## src/rtl/tick_meter_pkg.sv

```systemverilog
// Shared constants for tick_meter: register map, CTRL/STATUS bit positions and FIFO limits.
package tick_meter_pkg;

    localparam logic [7:0] ADDR_CTRL     = 8'h00;
    localparam logic [7:0] ADDR_STATUS   = 8'h01;
    localparam logic [7:0] ADDR_TIME     = 8'h02;
    localparam logic [7:0] ADDR_PPS_POP  = 8'h03;
    localparam logic [7:0] ADDR_SOF_SEQ  = 8'h04;
    localparam logic [7:0] ADDR_CAP_BASE = 8'h10;

    localparam int unsigned CTRL_DELTA_BIT  = 0;
    localparam int unsigned CTRL_FLUSH_BIT  = 1;
    localparam int unsigned CTRL_IRQ_EN_BIT = 8;

    localparam int unsigned STAT_LEVEL_W    = 6;
    localparam int unsigned STAT_EMPTY_BIT  = 16;
    localparam int unsigned STAT_FULL_BIT   = 17;
    localparam int unsigned STAT_OVF_BIT    = 18;

    localparam int unsigned FIFO_LOG_MAX    = 5;
    localparam int unsigned SOF_SEQ_W       = 16;

    function automatic logic [31:0] status_word(input logic [STAT_LEVEL_W-1:0] level,
                                                input logic empty,
                                                input logic full,
                                                input logic ovf);
        logic [31:0] w;
        w                     = '0;
        w[STAT_LEVEL_W-1:0]   = level;
        w[STAT_EMPTY_BIT]     = empty;
        w[STAT_FULL_BIT]      = full;
        w[STAT_OVF_BIT]       = ovf;
        return w;
    endfunction

endpackage

```

## src/rtl/tick_meter_fifo.sv

```systemverilog
// Synchronous FIFO for PPS timestamps; flush overrides push/pop, storage is not reset.
module tick_meter_fifo #(
    parameter int unsigned W   = 32,
    parameter int unsigned LOG = 3
) (
    input  logic         clk,
    input  logic         rst,
    input  logic         i_push,
    input  logic         i_pop,
    input  logic         i_flush,
    input  logic [W-1:0] i_data,
    output logic [W-1:0] o_head,
    output logic [LOG:0] o_level,
    output logic         o_full,
    output logic         o_empty
);

    localparam int unsigned DEPTH = 1 << LOG;
    localparam int unsigned CNT_W = LOG + 1;

    logic [W-1:0]     r_mem [DEPTH];
    logic [LOG-1:0]   r_wr_ptr;
    logic [LOG-1:0]   r_rd_ptr;
    logic [CNT_W-1:0] r_count;
    logic             w_do_push;
    logic             w_do_pop;

    assign o_full    = (r_count == CNT_W'(DEPTH));
    assign o_empty   = (r_count == '0);
    assign o_level   = r_count;
    assign o_head    = r_mem[r_rd_ptr];

    // A pop on a full FIFO frees the slot for a same-cycle push.
    assign w_do_pop  = i_pop & ~o_empty & ~i_flush;
    assign w_do_push = i_push & ~i_flush & (~o_full | w_do_pop);

    always_ff @(posedge clk) begin
        if (w_do_push) begin
            r_mem[r_wr_ptr] <= i_data;
        end
    end

    always_ff @(posedge clk or posedge rst) begin
        if (rst) begin
            r_wr_ptr <= '0;
            r_rd_ptr <= '0;
            r_count  <= '0;
        end else if (i_flush) begin
            r_wr_ptr <= '0;
            r_rd_ptr <= '0;
            r_count  <= '0;
        end else begin
            if (w_do_push) begin
                r_wr_ptr <= r_wr_ptr + LOG'(1);
            end
            if (w_do_pop) begin
                r_rd_ptr <= r_rd_ptr + LOG'(1);
            end
            if (w_do_push && !w_do_pop) begin
                r_count <= r_count + CNT_W'(1);
            end else if (w_do_pop && !w_do_push) begin
                r_count <= r_count - CNT_W'(1);
            end
        end
    end

endmodule

```

## src/rtl/tick_meter.sv

```systemverilog
// E1 rx/tx tick counters captured on USB SOF, free-running timebase and PPS timestamp FIFO on Wishbone.
module tick_meter
    import tick_meter_pkg::*;
#(
    parameter int unsigned N_CH     = 2,
    parameter int unsigned CW       = 16,
    parameter int unsigned TW       = 32,
    parameter int unsigned FIFO_LOG = 3
) (
    input  logic            clk,
    input  logic            rst,
    input  logic [N_CH-1:0] tick_rx,
    input  logic [N_CH-1:0] tick_tx,
    input  logic            tick_sof,
    input  logic            pps_rise,
    input  logic [7:0]      wb_addr,
    output logic [31:0]     wb_rdata,
    input  logic [31:0]     wb_wdata,
    input  logic            wb_we,
    input  logic            wb_cyc,
    output logic            wb_ack,
    output logic            irq
);

    localparam int unsigned FL = (FIFO_LOG > FIFO_LOG_MAX) ? FIFO_LOG_MAX : FIFO_LOG;

    logic                 r_ack;
    logic [31:0]          r_rdata;
    logic                 r_irq;
    logic                 r_delta;
    logic                 r_irq_en;
    logic                 r_ovf;
    logic [TW-1:0]        r_time;
    logic [SOF_SEQ_W-1:0] r_sof_seq;

    logic                 w_acc;
    logic                 w_wr;
    logic                 w_pop;
    logic                 w_flush;
    logic                 w_ovf_set;
    logic [TW-1:0]        w_head;
    logic [FL:0]          w_level;
    logic                 w_full;
    logic                 w_empty;
    logic [31:0]          w_rd_data;
    logic [N_CH-1:0][CW-1:0] w_rx_cap;
    logic [N_CH-1:0][CW-1:0] w_tx_cap;
    logic                 w_unused;

    assign w_unused  = ^{wb_wdata[31:19], wb_wdata[17:9], wb_wdata[7:2]};

    // Access strobe: the cycle whose edge raises ack, so each access acts exactly once.
    assign w_acc     = wb_cyc & ~r_ack;
    assign w_wr      = w_acc & wb_we;
    assign w_pop     = w_acc & ~wb_we & (wb_addr == ADDR_PPS_POP);
    assign w_flush   = w_wr & (wb_addr == ADDR_CTRL) & wb_wdata[CTRL_FLUSH_BIT];
    assign w_ovf_set = pps_rise & w_full & ~w_pop & ~w_flush;

    tick_meter_fifo #(
        .W   (TW),
        .LOG (FL)
    ) u_fifo (
        .clk     (clk),
        .rst     (rst),
        .i_push  (pps_rise),
        .i_pop   (w_pop),
        .i_flush (w_flush),
        .i_data  (r_time),
        .o_head  (w_head),
        .o_level (w_level),
        .o_full  (w_full),
        .o_empty (w_empty)
    );

    // Per-channel counters; prev tracks in both modes so a mode switch yields a valid delta.
    for (genvar g = 0; g < int'(N_CH); g++) begin : g_ch
        logic [CW-1:0] r_rx_cnt, r_rx_prev, r_rx_cap;
        logic [CW-1:0] r_tx_cnt, r_tx_prev, r_tx_cap;

        always_ff @(posedge clk or posedge rst) begin
            if (rst) begin
                r_rx_cnt  <= '0;
                r_rx_prev <= '0;
                r_rx_cap  <= '0;
                r_tx_cnt  <= '0;
                r_tx_prev <= '0;
                r_tx_cap  <= '0;
            end else begin
                r_rx_cnt <= r_rx_cnt + CW'(tick_rx[g]);
                r_tx_cnt <= r_tx_cnt + CW'(tick_tx[g]);
                if (tick_sof) begin
                    r_rx_cap  <= r_delta ? (r_rx_cnt - r_rx_prev) : r_rx_cnt;
                    r_tx_cap  <= r_delta ? (r_tx_cnt - r_tx_prev) : r_tx_cnt;
                    r_rx_prev <= r_rx_cnt;
                    r_tx_prev <= r_tx_cnt;
                end
            end
        end

        assign w_rx_cap[g] = r_rx_cap;
        assign w_tx_cap[g] = r_tx_cap;
    end

    always_comb begin
        w_rd_data = '0;
        case (wb_addr)
            ADDR_CTRL: begin
                w_rd_data[CTRL_DELTA_BIT]  = r_delta;
                w_rd_data[CTRL_IRQ_EN_BIT] = r_irq_en;
            end
            ADDR_STATUS:  w_rd_data = status_word(STAT_LEVEL_W'(w_level), w_empty, w_full, r_ovf);
            ADDR_TIME:    w_rd_data = 32'(r_time);
            ADDR_PPS_POP: w_rd_data = w_empty ? 32'd0 : 32'(w_head);
            ADDR_SOF_SEQ: w_rd_data = 32'(r_sof_seq);
            default: ;
        endcase
        for (int unsigned ch = 0; ch < N_CH; ch++) begin
            if (wb_addr == 8'(ADDR_CAP_BASE + 2 * ch)) begin
                w_rd_data = 32'(w_rx_cap[ch]);
            end
            if (wb_addr == 8'(ADDR_CAP_BASE + 2 * ch + 1)) begin
                w_rd_data = 32'(w_tx_cap[ch]);
            end
        end
    end

    always_ff @(posedge clk or posedge rst) begin
        if (rst) begin
            r_ack     <= 1'b0;
            r_rdata   <= '0;
            r_irq     <= 1'b0;
            r_delta   <= 1'b0;
            r_irq_en  <= 1'b0;
            r_ovf     <= 1'b0;
            r_time    <= '0;
            r_sof_seq <= '0;
        end else begin
            r_ack   <= wb_cyc & ~r_ack;
            r_rdata <= w_acc ? w_rd_data : 32'd0;
            r_irq   <= r_irq_en & ~w_empty;
            r_time  <= r_time + TW'(1);
            if (tick_sof) begin
                r_sof_seq <= r_sof_seq + SOF_SEQ_W'(1);
            end
            if (w_wr && (wb_addr == ADDR_CTRL)) begin
                r_delta  <= wb_wdata[CTRL_DELTA_BIT];
                r_irq_en <= wb_wdata[CTRL_IRQ_EN_BIT];
            end
            // A same-cycle overflow beats the firmware clear so no drop goes unreported.
            if (w_wr && (wb_addr == ADDR_STATUS) && wb_wdata[STAT_OVF_BIT]) begin
                r_ovf <= 1'b0;
            end
            if (w_ovf_set) begin
                r_ovf <= 1'b1;
            end
        end
    end

    assign wb_ack   = r_ack;
    assign wb_rdata = r_rdata;
    assign irq      = r_irq;

endmodule

```

## config.mk

```make
export PLATFORM = sky130hd
export DESIGN_NAME = tick_meter
export DESIGN_NICKNAME = d
export VERILOG_FILES = /design/src/rtl/tick_meter_pkg.sv /design/src/rtl/tick_meter_fifo.sv /design/src/rtl/tick_meter.sv
export SDC_FILE = /design/constraint.sdc
export NUM_CORES = 1
export LEC_CHECK = 0
export ABC_AREA = 1
export CAP_MARGIN = 20
export CORE_MARGIN = 2
export CORE_UTILIZATION = 41
export CTS_BUF_LIST = sky130_fd_sc_hd__clkbuf_8
export CTS_CLUSTER_DIAMETER = 100
export CTS_CLUSTER_SIZE = 16
export DETAILED_ROUTE_END_ITERATION = 7
export HOLD_SLACK_MARGIN = 0.06
export MAX_ROUTING_LAYER = met4
export PLACE_DENSITY = 0.54
export RECOVER_POWER = 25
export SYNTH_ARGS = -nofsm -noshare
export SYNTH_HDL_FRONTEND = slang
export SYNTH_HIERARCHICAL = 1
export SYNTH_SLANG_ARGS = --single-unit
```

## constraint.sdc

```tcl
create_clock -name clk -period 15.7 [get_ports clk]
set_clock_uncertainty 0.1 [all_clocks]
set_input_delay 3.14 -clock clk [delete_from_list [all_inputs] [get_ports clk]]
set_output_delay 3.14 -clock clk [all_outputs]
set_load 0.02 [all_outputs]
```

==> metrics.txt, run 1 <==
I/O pins 84; fin crit period 6270 ps; power density cells 144 nW/um^2; Hold Path End g_ch[1].r_rx_cap[8]; register-to-register setup slack 12010 ps; Fin Hold WS 380 ps; Avg WL per Cell 17.8 microns; WP data required 15920 ps; area delta synth->final 7.34%; VDD IR max 0.0770 mV; #FFs+latches synth 543; total CTS buffers 40; switching fraction of total power 39.3%; worst-margin pin slew 1080 ps; maximum fanout along the worst path 26; Worst Reg-to-Reg Cells 12; CP arrival 6490 ps; ANT cells 0; Internal Pwr Total 2.54 mW; Synthesized Nets 3181; first-pass GRT wire length 111000 microns; area of the mapped netlist 27200 sq um; hold_buf cts 0; Clock Tree Buf Depth 3; grt total ovfl 0; Synth async-reset ratio 52.9%; Setup-failing EPs final 0; die area 68300 sq um; mean area per synthesized cell 8.90 sq um; clock share of power 17.3%; Rel. slew slack 27.6%; Reg2Reg Launch Point u_fifo/r_rd_ptr[0]; Mapped Cells 3052; Worst Hold Class reg2reg; Die W 261 microns; FP Rows 94; final WL 70600 microns; filler cell count 6450; commonest cells in the netlist nand2_1, inv_1, nor2_1; Resize count post-CTS 0; H-Tree Depth 2; CTS tree built; cell taking the most area after synthesis edfxtp_1; status completed; # Post-CTS Setup Buffers 0; met3 WL 2620 microns; unrepaired setup endpoints after global routing no; register area share after synthesis 54.7%; Final Hold Vio Count 0; met1 wire length 32800 microns; DRT iter0 DRCs 1618; share of Yosys cell area claimed by the top area cell type 28.3%; clk sink count 543; Max Cap Violations 0; CP Launch Type primary input; core area 65600 sq um; input/output buffers 55; NumNets Final 3202; ys flop type dfrtp_1; setup TNS 0 ps; Logic pwr share 36.2%; number of synthesized flops with an enable pin 256; Die Y 261 microns; worst hold stages 2; fraction of layout cells with a size suffix above 1 3.88%; post-synth cell types 50; TritonRoute pass-1 iters 5; Multi-input gate area 10500 sq um; initial core utilization 41.4%; HP Start g_ch[1].r_rx_cap[8]; DR DRC count 0; Register Area 14900 sq um; vias per cell 5.15; clock latency on the worst-skew pair 690 ps; top sig layer met4; GRT Util Overall 21.6%; Flop pwr share 46.5%; period utilization 39.9%; DRT antenna net count 0; Leakage 13.5 nW; routability cong. 0.881; DP HPWL 47700 microns; fin. max-slew vios 0; Net Sw Power 1.65 mW; Reg clk slew, reported paths 100 ps; CTS root buf clkbuf_8; most frequent cell after synthesis nand2_1; initial antenna violation count 0; met2 wire len 33000 microns; synth top area cells edfxtp_1, dfrtp_1, nand2_1, inv_1, o21ai_0; Setup CP Type in2reg; largest net degree at the start of global routing 82; FMAX 159 MHz; synth warn 6; Crit Reg-Reg Endpoint wb_rdata[15]; CP Capture Type flop; DR vias 20400; vias in the first global route 19900
through the flow:
stage	std cells	instance area (sq um)	power, mW	setup WS [ps]	utilization, %
after floorplan	3052	27200	3.07	4820	-
after global placement	3895	28500	3.48	8750	43.5
after detailed placement	3895	28500	3.51	8770	43.5
after CTS	3960	29200	4.24	9480	44.5
after global routing	3960	29200	4.55	9150	44.4
final	3960	29200	4.19	9430	44.4
state kept, by name, summed over array words and instances (netlist names), 3 cells and up:
name	flops
u_fifo/r_mem	256
g_ch.r_rx_cap	32
g_ch.r_rx_cnt	32
g_ch.r_rx_prev	32
g_ch.r_tx_cap	32
g_ch.r_tx_cnt	32
g_ch.r_tx_prev	32
r_time	32
wb_rdata	32
r_sof_seq	16
u_fifo/o_level	4
u_fifo/r_rd_ptr	3
u_fifo/r_wr_ptr	3
cells in the final DEF (no fill, tap or decap), types with 46 or more instances in the layout:
cell type,instances
clkdlybuf4s50_1,54
edfxtp_1,256
ha_1,74
nor2_1,304
nand3_1,160
dfrtp_1,285
nand4_1,46
xor2_1,88
inv_1,359
o21ai_0,237
a21oi_1,94
nand2_1,823
worst max path at each step:
| stage | startpoint | to | slack, ps | depth (start not counted) |
|---|---|---|---|---|
| floorplan | rst | g_ch[0].r_rx_cap[0] | 4820 | 1 |
| detailed placement | wb_addr[5] | u_fifo/r_mem[2][8] | 8770 | 15 |
| global route | wb_addr[7] | u_fifo/r_mem[2][10] | 9150 | 15 |
| finish | wb_addr[7] | u_fifo/r_mem[2][10] | 9430 | 15 |
| global placement | wb_addr[5] | u_fifo/r_mem[3][16] | 8750 | 15 |
| CTS | wb_addr[5] | u_fifo/r_mem[2][10] | 9480 | 15 |
final cells by class:
type	count	share of cell area (%)
Sequential cell	543	51.0
Multi-Input combinational cell	2057	35.9
Inverter	354	4.58
Clock buffer	40	1.89
Tap cell	864	3.71
Clock inverter	25	0.455
Timing Repair Buffer	77	2.45
cell families (layout without fill, tap and decap cells):
| logic type | Yosys count | count (layout) | synth area share, % |
|---|---|---|---|
| fa+ha+maj | 79 | 79 | 3.78 |
| simple gates | 1418 | 1418 | 21.9 |
| mux | 32 | 32 | 1.18 |
| buf+inv | 452 | 496 | 6.72 |
| compound gates | 416 | 416 | 8.08 |
| flops | 543 | 543 | 54.7 |
| xor+xnor | 112 | 112 | 3.61 |
layer usage:
metal	track usage [%]	vias up
li1	-	9988
met1	29.2	9863
met2	34.3	415
met3	2.12	113
met4	7.21	0
met5	-	-
critical path, stage by stage:
cell and delay [ps]:
clkdlybuf4s50_1 420, nor2_1 110, nand2_1 150, inv_2 380, nand2_2 330, inv_1 130
nand3_1 90, inv_1 110, inv_1 50, nand3_1 80, nand2_1 90, inv_1 120
nand2_1 260, nor2_4 500, buf_4 500
power groups by stage:
| stage | Sequential, mW | Clock (mW) | Combinational (mW) |
|---|---|---|---|
| 6_report | 1.95 | 0.723 | 1.52 |
| 5_1_grt | 1.98 | 0.801 | 1.76 |
| 4_1_cts | 1.95 | 0.755 | 1.53 |
| 3_5_place_dp | 1.98 | 0 | 1.52 |
| 3_3_place_gp | 1.97 | 0 | 1.50 |
| 2_1_floorplan | 1.92 | 0 | 1.15 |
Power figures use the tool's default switching activity.
==> run 2: changes to the inputs <==
--- a/config.mk
+++ b/config.mk
@@ -15,7 +15,7 @@
 export DETAILED_ROUTE_END_ITERATION = 7
 export HOLD_SLACK_MARGIN = 0.06
 export MAX_ROUTING_LAYER = met4
-export PLACE_DENSITY = 0.54
+export PLACE_DENSITY = 0.56
 export RECOVER_POWER = 25
 export SYNTH_ARGS = -nofsm -noshare
 export SYNTH_HDL_FRONTEND = slang
==> constraint.sdc (replaced) <==
create_clock -name clk -period 5.6 [get_ports clk]
set_clock_uncertainty 0.1 [all_clocks]
set_input_delay 1.12 -clock clk [delete_from_list [all_inputs] [get_ports clk]]
set_output_delay 1.12 -clock clk [all_outputs]
set_load 0.02 [all_outputs]
==> run 2 against run 1 <==
Non-clock buffer count rose by 3. Clock power rose to 2.8 times the previous value. Global-route usage fell by 0.17 points. Final area rose by 0.53%. Count of clock-buffer cells in the layout rose by 2. Via count rose by 0.19%. First-iteration DRC count fell by 8.8%. Power rose to 2.8 times the previous value. Worst hold slack improved by 6.4 ps. Sequential cell count did not move. Die area did not move. Critical endpoint is now u_fifo/r_mem[5][11]. Largest cell class unchanged.
==> metrics.txt, run 2 (synthesized netlist as in run 1, its figures left out) <==
most common cell after layout, fill and taps aside nand2_1; power density cells 402 nW/um^2 (+180%); fin crit period 3950 ps; setup TNS 0 ps (unchanged); DP HPWL 48100 microns (+0.66%); status completed; Worst path max stage delay 560 ps (+60 ps); Die Y 261 microns (unchanged); GRT Util Overall 21.5% (-0.17 points); initial antenna violation count 1 (+1); DR vias 20400 (+0.19%); Final Hold Vio Count 0 (unchanged); most frequent cells in the layout nand2_1, inv_1, nor2_1; I/O pins 84 (unchanged); TritonRoute pass-1 iters 6 (+1); CP arrival 4190 ps (-2300 ps); area delta synth->final 7.91%; Reg clk slew, reported paths 110 ps (about the same); Net Sw Power 4.62 mW (+180%); first-pass GRT wire length 112000 microns (+0.19%); fin. max-slew vios 0 (unchanged); die area 68300 sq um (unchanged); FP Rows 94 (unchanged); Cell Count, Final, Fillers Out 3965 (+0.13%); filler cell count 6410 (-0.62%); Leakage 13.5 nW (+0.27%); max reg flops 256 (unchanged); Avg WL per Cell 17.7 microns (-0.73%); CP Launch Type primary input; DRT iter0 DRCs 1476 (-8.8%); Worst Hold Class reg2reg; switching fraction of total power 39.2% (-0.10 points); CTS tree built; crit path cell chain clkdlybuf4s50_1 -> nor2_1 -> nand2_1 -> inv_2 -> nand2_2 -> inv_1 -> nand3_1 -> inv_1 -> inv_1 -> nand3_1 -> nand2_1 -> inv_1 -> nand2_1 -> nor2_4 -> buf_12; Rel. slew slack 33.1% (+5.4 points); Logic pwr share 36.2% (about the same); clock share of power 17.3% (about the same); VDD IR max 0.223 mV (+190%); initial core utilization 41.4% (unchanged); DR DRC count 0 (unchanged); CP most frequent cell inv_1; WP data required 5840 ps (-10080 ps); core area 65600 sq um (unchanged); vias per cell 5.15 (about the same); final WL 70200 microns (-0.60%); maximum fanout along the worst path 26 (unchanged); Die W 261 microns (unchanged); H-Tree Depth 2 (unchanged); clock latency on the worst-skew pair 690 ps (about the same); DRT antenna net count 0 (unchanged); fraction of layout cells with a size suffix above 1 4.32% (+0.45 points); Internal Pwr Total 7.17 mW (+180%); vias in the first global route 20000 (+0.72%); grt total ovfl 0 (unchanged); # Post-CTS Setup Buffers 0 (unchanged); CTS root buf clkbuf_8; worst-margin pin slew 1000 ps (-78.5 ps); FMAX 253 MHz; Setup-failing EPs final 0 (unchanged); Flop pwr share 46.5% (about the same); routability cong. 0.959 (+8.9%); total CTS buffers 40 (unchanged); unrepaired setup endpoints after global routing no; Setup CP Type in2reg; largest reg by FF count u_fifo/r_mem; largest net degree at the start of global routing 150 (+83%); CP max-delay cell nor2_4; clk sink count 543 (unchanged); CP top delay family simple AND/OR/NAND/NOR gates; worst path bufs/invs 7 (unchanged); Clock Tree Buf Depth 3 (unchanged); hold_buf cts 0 (unchanged); CP Capture Type flop; period utilization 70.5%; NumNets Final 3205 (+0.094%); Resize count post-CTS 0 (unchanged); post-placement cell count 3898 (+0.077%); Max Cap Violations 0 (unchanged); input/output buffers 55 (unchanged)
-- run 2: changes by cell type in the layout (fill, tap and decap cells not counted), sizes merged --
cell	delta
clkdlybuf4s50	-4
dlygate4sd3	+4
buf	+3
clkbuf	+2
clkinv	-2
clkinvlp	+2
diode	+1
inv	-1
-- run 2: worst paths after layout --
path	start	end	slack [ps]	cells after the start
worst max-delay path	wb_addr[7]	u_fifo/r_mem[5][11]	1650	15
worst min-delay path	g_ch[1].r_rx_cap[8]	g_ch[1].r_rx_cap[8]	390	2
worst max register to register	wb_ack	u_fifo/r_mem[5][11]	2200	10
worst min register to register	g_ch[1].r_rx_cap[8]	g_ch[1].r_rx_cap[8]	390	2
max in group asynchronous	rst	g_ch[0].r_rx_prev[10]	3400	3
min in group asynchronous	rst	u_fifo/r_rd_ptr[2]	800	2
-- run 2: cell type report --
cell class / instances / area, sq um / area share, %
clock buffer: 42 / 578 / 1.97
clock inverter: 24 / 129 / 0.440
timing repair buffer: 80 / 798 / 2.72
multi-input combinational: 2057 / 10500 / 35.9
tap: 864 / 1080 / 3.69
inverter: 354 / 1330 / 4.54
antenna: 1 / 2.50 / 0.00853
sequential: 543 / 14900 / 50.7
-- run 2: worst reg2reg max path, stage by stage (launching register included) --
cell and delay, ps:
dfrtp_1 420, or2_1 560, nor2_1 130, nand2_1 170, nor2_1 120, nor2_1 220, nand2_1 140, inv_1 130
nand2_1 240, nor2_4 560, buf_12 280
-- run 2: per-layer routing --
layer	wire length [microns]	GRT usage, %
met5	0	-
met4	1970	6.39
met3	2620	2.25
met2	33400	34.8
met1	32200	28.6
-- run 2: power groups by stage --
stage | registers [mW] | clock network (mW) | logic, mW
global route | 5.58 | 2.27 | 4.93
finish | 5.48 | 2.04 | 4.27
floorplan | 5.39 | 0 | 3.23
global placement | 5.55 | 0 | 4.19
CTS | 5.49 | 2.13 | 4.30
detailed placement | 5.58 | 0 | 4.27
-- run 2: through the flow --
step                      cell area, sq um  power [mW]  hold WS, ps  setup slack, ps  utilization, %
final                                29300        11.8          387             1650            44.7
after global routing                 29300        12.8          420             1440            44.7
after CTS                            29300        11.9          388             1710            44.7
after detailed placement             28600        9.85          359              964            43.6
after global placement               28600        9.75          358              985            43.6
after floorplan                      27200        8.61          341              715               -
